==> config.mk <==
export PLATFORM = sky130hd
export DESIGN_NAME = pipeline_stall_controller
export DESIGN_NICKNAME = d
export VERILOG_FILES = /design/src/rtl/pipeline_stall_controller_pkg.sv /design/src/rtl/pipeline_stall_controller_sat_counter.sv /design/src/rtl/pipeline_stall_controller.sv
export SDC_FILE = /design/constraint.sdc
export NUM_CORES = 1
export LEC_CHECK = 0
export CORE_AREA = 2 2 77 79
export CTS_CLUSTER_SIZE = 30
export DETAILED_ROUTE_END_ITERATION = 10
export DIE_AREA = 0 0 79 81
export GPL_TIMING_DRIVEN = 0
export PLACE_DENSITY = 0.73
export SLEW_MARGIN = 20
export SYNTH_ARGS = -nofsm -noshare
export SYNTH_HDL_FRONTEND = slang
export SYNTH_SLANG_ARGS = --single-unit
==> constraint.sdc <==
create_clock -name CLK -period 3.1 [get_ports CLK]
set_input_delay 0.775 -clock CLK [delete_from_list [all_inputs] [get_ports CLK]]
set_output_delay 0.775 -clock CLK [all_outputs]
set_load 0.05 [all_outputs]
==> src/rtl/pipeline_stall_controller_pkg.sv <==
// Shared pipeline-control definitions: FSM state encodings and stage indices
// used by the stall controller and the hazard/forwarding units.
package pipeline_stall_controller_pkg;

    typedef enum logic [1:0] {
        ST_RUN         = 2'd0,
        ST_LOAD_STALL  = 2'd1,
        ST_MULDIV_WAIT = 2'd2,
        ST_MEM_WAIT    = 2'd3
    } state_e;

    // Stage indices; the enable vector bit for a stage register is the index
    // of the stage it feeds (PC feeds IF, IF/ID feeds ID, ...).
    localparam int unsigned STG_IF  = 0;
    localparam int unsigned STG_ID  = 1;
    localparam int unsigned STG_EX  = 2;
    localparam int unsigned STG_MEM = 3;
    localparam int unsigned STG_WB  = 4;
    localparam int unsigned NUM_STG = 5;

endpackage

==> src/rtl/pipeline_stall_controller_sat_counter.sv <==
// Saturating up-counter with synchronous clear (clear wins over increment)
// and asynchronous active-low reset.
module sat_counter #(
    parameter int unsigned W = 8
) (
    input  logic         CLK,
    input  logic         RESET,
    input  logic         INC,
    input  logic         CLR,
    output logic [W-1:0] COUNT
);

    logic [W-1:0] r_count;

    always_ff @(posedge CLK or negedge RESET) begin
        if (!RESET) begin
            r_count <= '0;
        end else if (CLR) begin
            r_count <= '0;
        end else if (INC && (r_count != '1)) begin
            r_count <= r_count + W'(1);
        end
    end

    assign COUNT = r_count;

endmodule

==> src/rtl/pipeline_stall_controller.sv <==
// Central stall/flush sequencer for the 5-stage pipeline: merges load-use,
// MUL/DIV occupancy, branch redirect and data-memory wait into stage controls.
module pipeline_stall_controller
    import pipeline_stall_controller_pkg::*;
#(
    parameter int unsigned CNT_W          = 32,
    parameter int unsigned MULDIV_TIMEOUT = 64
) (
    input  logic             CLK,
    input  logic             RESET,
    input  logic             LOAD_USE_BUBBLE,
    input  logic             EX_MULDIV,
    input  logic             MULDIV_DONE,
    input  logic             BRANCH_TAKEN,
    input  logic             MEM_ACCESS,
    input  logic             DMEM_READY,
    output logic             PC_EN,
    output logic             IFID_EN,
    output logic             IDEX_EN,
    output logic             EXMEM_EN,
    output logic             MEMWB_EN,
    output logic             IFID_FLUSH,
    output logic             IDEX_FLUSH,
    output logic             EXMEM_FLUSH,
    output logic             MULDIV_GO,
    output logic [1:0]       STATE,
    output logic [CNT_W-1:0] STALL_CYCLES,
    output logic             TIMEOUT_ERR
);

    localparam int unsigned WD_W = $clog2(MULDIV_TIMEOUT + 1);
    localparam logic [WD_W-1:0] WD_LIMIT = WD_W'(MULDIV_TIMEOUT - 1);

    state_e               r_state;
    state_e               r_resume;
    logic                 r_done_pending;
    logic                 r_timeout_err;
    state_e               w_next;
    state_e               w_resume_next;
    logic                 w_pend_next;
    logic                 w_timeout;
    logic                 w_mem_stall;
    logic                 w_muldiv_open;
    logic [NUM_STG-1:0]   w_en;
    logic                 w_ifid_fl;
    logic                 w_idex_fl;
    logic                 w_exmem_fl;
    logic                 w_go;
    logic [WD_W-1:0]      w_wd_count;

    assign w_mem_stall   = MEM_ACCESS && !DMEM_READY;
    // A MUL/DIV is outstanding either in MULDIV_WAIT or while parked in MEM_WAIT
    // with MULDIV_WAIT as the resume target; only then is a DONE worth keeping.
    assign w_muldiv_open = (r_state == ST_MULDIV_WAIT) ||
                           ((r_state == ST_MEM_WAIT) && (r_resume == ST_MULDIV_WAIT));

    always_comb begin
        w_en          = '1;
        w_ifid_fl     = 1'b0;
        w_idex_fl     = 1'b0;
        w_exmem_fl    = 1'b0;
        w_go          = 1'b0;
        w_next        = r_state;
        w_resume_next = r_resume;
        w_pend_next   = r_done_pending;
        w_timeout     = 1'b0;

        if (w_mem_stall) begin
            w_en   = '0;
            w_next = ST_MEM_WAIT;
            if (r_state != ST_MEM_WAIT) begin
                w_resume_next = r_state;
            end
            if (MULDIV_DONE && w_muldiv_open) begin
                w_pend_next = 1'b1;
            end
        end else begin
            case (r_state)
                ST_RUN: begin
                    if (EX_MULDIV) begin
                        w_go           = 1'b1;
                        w_en[STG_IF]   = 1'b0;
                        w_en[STG_ID]   = 1'b0;
                        w_en[STG_EX]   = 1'b0;
                        w_exmem_fl     = 1'b1;
                        w_pend_next    = 1'b0;
                        w_next         = ST_MULDIV_WAIT;
                    end else if (BRANCH_TAKEN) begin
                        w_ifid_fl = 1'b1;
                        w_idex_fl = 1'b1;
                    end else if (LOAD_USE_BUBBLE) begin
                        w_en[STG_IF] = 1'b0;
                        w_en[STG_ID] = 1'b0;
                        w_idex_fl    = 1'b1;
                        w_next       = ST_LOAD_STALL;
                    end
                end
                ST_LOAD_STALL: begin
                    w_next = ST_RUN;
                end
                ST_MULDIV_WAIT: begin
                    if (MULDIV_DONE || r_done_pending) begin
                        w_pend_next = 1'b0;
                        w_next      = ST_RUN;
                    end else begin
                        w_en[STG_IF] = 1'b0;
                        w_en[STG_ID] = 1'b0;
                        w_en[STG_EX] = 1'b0;
                        w_exmem_fl   = 1'b1;
                        if (w_wd_count >= WD_LIMIT) begin
                            w_timeout = 1'b1;
                            w_next    = ST_RUN;
                        end
                    end
                end
                ST_MEM_WAIT: begin
                    // Exit cycle: the front end stays held if a MUL/DIV is still
                    // in EX; a DONE here is banked so it completes back in MULDIV_WAIT.
                    w_next = r_resume;
                    if (r_resume == ST_MULDIV_WAIT) begin
                        w_en[STG_IF] = 1'b0;
                        w_en[STG_ID] = 1'b0;
                        w_en[STG_EX] = 1'b0;
                        w_exmem_fl   = 1'b1;
                        if (MULDIV_DONE) begin
                            w_pend_next = 1'b1;
                        end
                    end
                end
                default: begin
                    w_next = ST_RUN;
                end
            endcase
        end

        if (!RESET) begin
            w_en       = '0;
            w_ifid_fl  = 1'b0;
            w_idex_fl  = 1'b0;
            w_exmem_fl = 1'b0;
            w_go       = 1'b0;
        end
    end

    always_ff @(posedge CLK or negedge RESET) begin
        if (!RESET) begin
            r_state        <= ST_RUN;
            r_resume       <= ST_RUN;
            r_done_pending <= 1'b0;
            r_timeout_err  <= 1'b0;
        end else begin
            r_state        <= w_next;
            r_resume       <= w_resume_next;
            r_done_pending <= w_pend_next;
            if (w_timeout) begin
                r_timeout_err <= 1'b1;
            end
        end
    end

    sat_counter #(
        .W (CNT_W)
    ) u_stall_cnt (
        .CLK   (CLK),
        .RESET (RESET),
        .INC   (!w_en[STG_IF]),
        .CLR   (1'b0),
        .COUNT (STALL_CYCLES)
    );

    sat_counter #(
        .W (WD_W)
    ) u_watchdog (
        .CLK   (CLK),
        .RESET (RESET),
        .INC   (r_state == ST_MULDIV_WAIT),
        .CLR   (w_go),
        .COUNT (w_wd_count)
    );

    assign PC_EN       = w_en[STG_IF];
    assign IFID_EN     = w_en[STG_ID];
    assign IDEX_EN     = w_en[STG_EX];
    assign EXMEM_EN    = w_en[STG_MEM];
    assign MEMWB_EN    = w_en[STG_WB];
    assign IFID_FLUSH  = w_ifid_fl;
    assign IDEX_FLUSH  = w_idex_fl;
    assign EXMEM_FLUSH = w_exmem_fl;
    assign MULDIV_GO   = w_go;
    assign STATE       = r_state;
    assign TIMEOUT_ERR = r_timeout_err;

endmodule

== Word level (Yosys, flattened, before mapping) ==
Index checks and enable logic that the tools add are counted.

* Multiplexer cells: 50
* Equal/unequal tests: 15
* Add/subtract/negate cells: 2
* Reductions and logical operators: 15
* $lt $le $gt $ge: 1

{| class="wikitable"
|+ Operators with widths
! kind !! number
|-
| adder 32 x 1 -> 32 bit, second input constant || 1
|-
| inequality test 32 bit, second input constant || 1
|-
| two-way mux 1 bit || 30
|-
| two-way mux 2 bit || 10
|-
| two-way mux 7 bit || 2
|-
| inequality test 4 bit, second input constant || 3
|-
| two-way mux 3 bit || 3
|-
| inequality test 3 bit, second input constant || 3
|-
| one-hot mux 3 bit (3 select lines) || 1
|-
| one-hot mux 2 bit (4 select lines) || 1
|-
| adder 7 x 1 -> 7 bit, second input constant || 1
|-
| greater-or-equal comparator 7 x 6 -> 1 bit, second input constant || 1
|-
| inequality test 7 bit, second input constant || 1
|-
| equality test 2 bit, second input constant || 3
|-
| one-hot mux 1 bit (3 select lines) || 2
|-
| AND reduction 6 bit || 1
|-
| logical AND 1 bit || 5
|-
| two-way mux 5 bit || 1
|-
| nonzero test 4 bit || 1
|-
| inequality test 3 x 2 -> 1 bit, second input constant || 1
|-
| AND reduction 3 bit || 1
|-
| equality test 2 x 1 -> 1 bit, second input constant || 1
|-
| zero test 1 bit || 2
|-
| zero test 2 bit || 1
|-
| 5 further kinds || 6
|}

* Output and inout bits: 44
* Flip-flop bits (word level): 45
* Input port bits: 8

== Logic depth before layout (Yosys ltp) ==
* Depth in word-level cells: 8
* Mapped depth: 9
* Mapped depth without buffers: 6

== Hierarchy ==
A second synthesis with hierarchy kept.

* Cell total of the unflattened synthesis: 301
* Area total of the unflattened synthesis: 2830.2 um^2

{| class="wikitable"
|+ Modules (own cells, without submodules)
! module !! seq. area each (um^2) !! cells each !! instances !! area each (um^2)
|-
| sat_counter (u_stall_cnt) || 800.8 || 198 || 1 || 1854.3
|-
| pipeline_stall_controller || 150.1 || 62 || 1 || 549.3
|-
| sat_counter (u_watchdog) || 175.2 || 41 || 1 || 426.7
|}

== Worst setup path before layout ==
OpenSTA, ideal clock, no wires.

* Path type: reg-to-output
* Start: register r_state[1] (netlist: STATE[1])
* End: output EXMEM_FLUSH
* Data required time: 2.325 ns
* Arrival time: 3.723 ns
* Path slack: -1.398 ns
* Cell stages (with the launch flop): 6
* Cells stage by stage: dfrtp_1 > buf_2 > inv_1 > o31ai_1 > nand2_1 > a2111oi_0

* Word-level cells in the longest chain between the ends: 4
* Elaborated cells on any way between the ends: 6
* Classes of those cells: eq/ne (2); mux (3); reduce/logical (1)

{| class="wikitable"
|+ Ends and longest elaborated chain
! element !! RTL line !! RTL
|-
| from (decl) || pipeline_stall_controller.sv:34 || <nowiki>state_e r_state;</nowiki>
|-
| from (signal assigned) || pipeline_stall_controller.sv:152 || <nowiki>r_state <= w_next;</nowiki>
|-
| equality test 2 bit or zero test 2 bit (tied branches) || pipeline_stall_controller.sv:78 || <nowiki>case (r_state)</nowiki>
|-
| one-hot mux 1 bit (3 select lines) (*) || pipeline_stall_controller.sv:78 ||
|-
| two-way mux 1 bit (*) || pipeline_stall_controller.sv:68 || <nowiki>if (w_mem_stall) begin</nowiki>
|-
| two-way mux 1 bit (*) || pipeline_stall_controller.sv:136 || <nowiki>if (!RESET) begin</nowiki>
|-
| to (decl) || pipeline_stall_controller.sv:24 || <nowiki>output logic EXMEM_FLUSH,</nowiki>
|}

Every way passes the cells marked *; elsewhere a longest branch is shown, timed or not.

== Worst setup path after layout ==
* Start: input MEM_ACCESS
* End: output PC_EN

* Word-level cells in the longest chain between the ends: 3

{| class="wikitable"
|+ Ends and longest elaborated chain
! element !! RTL line !! RTL
|-
| from (decl) || pipeline_stall_controller.sv:15 || <nowiki>input logic MEM_ACCESS,</nowiki>
|-
| logical AND 1 bit || pipeline_stall_controller.sv:51 || <nowiki>assign w_mem_stall = MEM_ACCESS && !DMEM_READY;</nowiki>
|-
| two-way mux 3 bit || pipeline_stall_controller.sv:68 ||
|-
| two-way mux 5 bit || pipeline_stall_controller.sv:136 ||
|-
| to (decl) || pipeline_stall_controller.sv:17 || <nowiki>output logic PC_EN,</nowiki>
|}

Every way passes these cells.

==> summary.txt <==
Routing
  – Detailed-router iteration count before antenna repair: 4
  – Antenna Nets Post-Route: 0
  – Drt total wl: 5570 um
  – Number of vias per cell: 5.41
  – Via count: 2,090
  – Wire per inst: between 10 and 15 um
  – Remaining DRCs: 0
  – Number of DRC markers in iteration 0: 165

Final layout
  – Area Growth Syn to Fin: 34.4%
  – Commonest non-fill, non-tap cell in the layout: dfrtp_1
  – Fraction of layout cells with a size suffix above 1: 15.4%
  – Most frequent cells in the layout: dfrtp_1 (45), clkdlybuf4s50_1 (37), xor2_1 (23)
  – Number of diodes: 0
  – Layout fillers: 492
  – Nets: 320

Synth
  – Synth Net Count: between 200 and 300
  – Avg Synthesized Cell Area: 9.91 sq um
  – Synth async-reset ratio: between 90% and 100%
  – Mapped cell area: 2430 sq um
  – Yosys reg bits: 45
  – Post-synth EDFFs: 0
  – Synth Instances: 245
  – Yosys Warn Count: 0
  – Ys flop type: dfrtp_1
  – Sequential element share of the synthesized area: 46.4%
  – Synth unique cells: 48

Critical path
  – CP endpoint kind: output pin
  – Top delay family on crit path: buffers and inverters
  – Critical path buffer and inverter count: 6
  – Max stage delay cell, worst path: clkdlybuf4s50_1
  – CP required: 2.32 ns
  – Crit Path Class: in2out
  – Worst path cell trace: clkdlybuf4s50_1 -> nand2b_4 -> nand4_1 -> and2_4 -> buf_6 -> inv_2 -> buf_6 -> buf_4 -> buf_8
  – Max FO, Critical Path: 8
  – Max incr delay on CP: 0.46 ns
  – Startpoint Class: input port
  – CP dominant cell by count: buf_6
  – Critical Path AT: 2.30 ns

Timing
  – Worst slew pin tran: between 0.7 and 0.8 ns
  – Final period util: 99.2%
  – Fmax: 0.325 GHz
  – TNS Setup: 0 ns
  – Min Tclk post-route: between 3 and 4 ns
  – Endpoints failing hold: 0
  – Fin. max-slew vios: 0
  – Final setup viols: 0
  – Final Skew: 0.00983 ns
  – Hold slack: 0.307 ns
  – Slew Limit Headroom: roughly half

Pwr
  – PD cells: between 600 and 700 nW/um^2
  – Switch share: 40.4%
  – Max IR drop VDD: about 0.67 mV
  – Flop pwr share: 39.8%
  – Leak: 1.44 nW
  – P_int: 1.26 mW
  – NetSw: 0.856 mW
  – Total Power: 2.12 mW
  – Gate power share: between 30% and 40%
  – Clock network power share: between 20% and 30%

Floorplanning
  – FP Rows: 28
  – Initial Util: 42.8%
  – Core ar.: 5680 sq um
  – Die outline height: 81 um
  – Number of top-level pins: 52
  – Die area: about 6400 sq um
  – Die width: 79 um

Run status
  – Status: complete, no violations

Place
  – GPL Wtd Cong: 0.879
  – Number of port buffers: 51
  – DP HPWL: just under 4000 um

GRT
  – First-pass GRT wire length: 8960 um
  – GRT Util Overall: between 10% and 20%
  – Vias in the first global route: 1,967
  – Initial antenna violation count: 0
  – GRT overflow: 0
  – Largest net degree at the start of global routing: 30

CTS
  – Clock slew seen by the registers of the worst setup and hold paths: 0.09 ns
  – CTS Root Buffer Type: clkbuf_8
  – CTS sink count: 45
  – CTS Buf Count: 5
  – Clk_lat worst skew: around 0.30 ns
  – Clock buffer depth: 2
  – CTS tree: yes
  – Max H-tree Level: 2

Job
  – Max-capacitance violation count: 0

Hold path
  – Worst hold-check path type: in2async
## layer usage
layer	vias to the layer above	routed length (um)	GRT usage [%]
li1	1016	-	-
met1	1008	2580	23.6
met2	60	2640	28.7
met3	6	280	4.44
met4	0	70	5.69
met5	-	0	0
## per-stage QoR
step	cells	cell area (sq um)	util (%)	setup WS, ns
after floorplan	245	2430	-	-0.0457
after global placement	371	3040	53.5	-2.86
after detailed placement	372	3050	53.8	-1.16
after CTS	386	3250	57.2	0.00116
after global routing	386	3260	57.5	-0.0261
final	386	3260	57.5	0.0256
## registers in the layout, indices dropped and copies added, names as in the netlist
name and cells:
r_done_pending 1, TIMEOUT_ERR 1, STATE 2, u_watchdog.COUNT 7, r_resume 2, u_stall_cnt.COUNT 32
## timing repair
| action | in CTS | in global routing |
|---|---|---|
| endpoints found under the hold margin | 0 | 0 |
| pin swaps | 3 | 2 |
| hold buffers | 0 | 0 |
| setup buffers | 6 | 1 |
| setup endpoints to repair | 9 | 5 |
| gates resized for setup | 42 | 11 |
## final timing paths
path | start | endpoint | slack, ns | cells past startpoint
max in group asynchronous | RESET | TIMEOUT_ERR$_DFFE_PN0P_ | 2.40 | 2
min | RESET | u_stall_cnt.COUNT[25]$_DFFE_PN0P_ | 0.31 | 1
max reg2reg | u_stall_cnt.COUNT[2]$_DFFE_PN0P_ | u_stall_cnt.COUNT[28]$_DFFE_PN0P_ | 0.55 | 5
min reg2reg | TIMEOUT_ERR$_DFFE_PN0P_ | TIMEOUT_ERR$_DFFE_PN0P_ | 0.49 | 2
max | MEM_ACCESS | PC_EN | 0.03 | 9
min in group CLK | TIMEOUT_ERR$_DFFE_PN0P_ | TIMEOUT_ERR$_DFFE_PN0P_ | 0.49 | 2
## cells in the mapped netlist (2+ instances only)
cell | number | share of area, %
a21oi_1 | 3 | 0.62
a31oi_1 | 4 | 1.0
a41oi_1 | 2 | 0.72
and3_1 | 9 | 2.3
and4_1 | 2 | 0.72
buf_2 | 3 | 0.62
buf_4 | 2 | 0.62
clkbuf_1 | 3 | 0.46
dfrtp_1 | 45 | 46
ha_1 | 2 | 1.0
inv_1 | 8 | 1.2
mux2_2 | 3 | 1.4
nand2_1 | 21 | 3.2
nand2b_1 | 4 | 1.0
nand3_1 | 16 | 3.3
nand4_1 | 11 | 2.8
nor2_1 | 20 | 3.1
nor3_1 | 12 | 2.5
nor3b_1 | 3 | 0.93
nor4_1 | 6 | 1.5
nor4_2 | 2 | 1.0
nor4b_1 | 5 | 1.8
o21ai_0 | 2 | 0.41
xnor2_1 | 11 | 4.0
xor2_1 | 23 | 8.3
## cells by family after synthesis
| logic type | Yosys count | synth area share, % |
|---|---|---|
| xor+xnor | 34 | 12.3 |
| buf+inv | 17 | 3.09 |
| mux | 4 | 1.80 |
| fa+ha+maj | 2 | 1.03 |
| flops | 45 | 46.4 |
| compound gates | 20 | 5.98 |
| simple gates | 123 | 29.5 |
## worst reg2reg max path, cell delays in order (launching register included)
cell and delay, ns:
dfrtp_1 0.47, nand4_1 0.21, nor4_2 0.49, nand4_1 0.47
nor4_1 0.42, mux2_2 0.37
## area by class of cell
cell class,instances,area (sq um),share of cell area (%)
multi-input combinational,183,1260,38.7
timing repair buffer,59,578,17.7
tap,75,93.8,2.87
buffer,8,53.8,1.65
clock inverter,2,37.5,1.15
clock buffer,6,82.6,2.53
inverter,8,30.0,0.920
sequential,45,1130,34.5
## power groups by stage
stage	clock network [mW]	registers, mW	logic, mW
final	0.464	0.844	0.811
after global routing	0.496	0.861	0.868
after CTS	0.471	0.843	0.806
after detailed placement	0	0.850	0.778
after global placement	0	0.849	0.768
after floorplan	0	1.03	0.334
No activity file was read; power rests on OpenSTA's default activity.
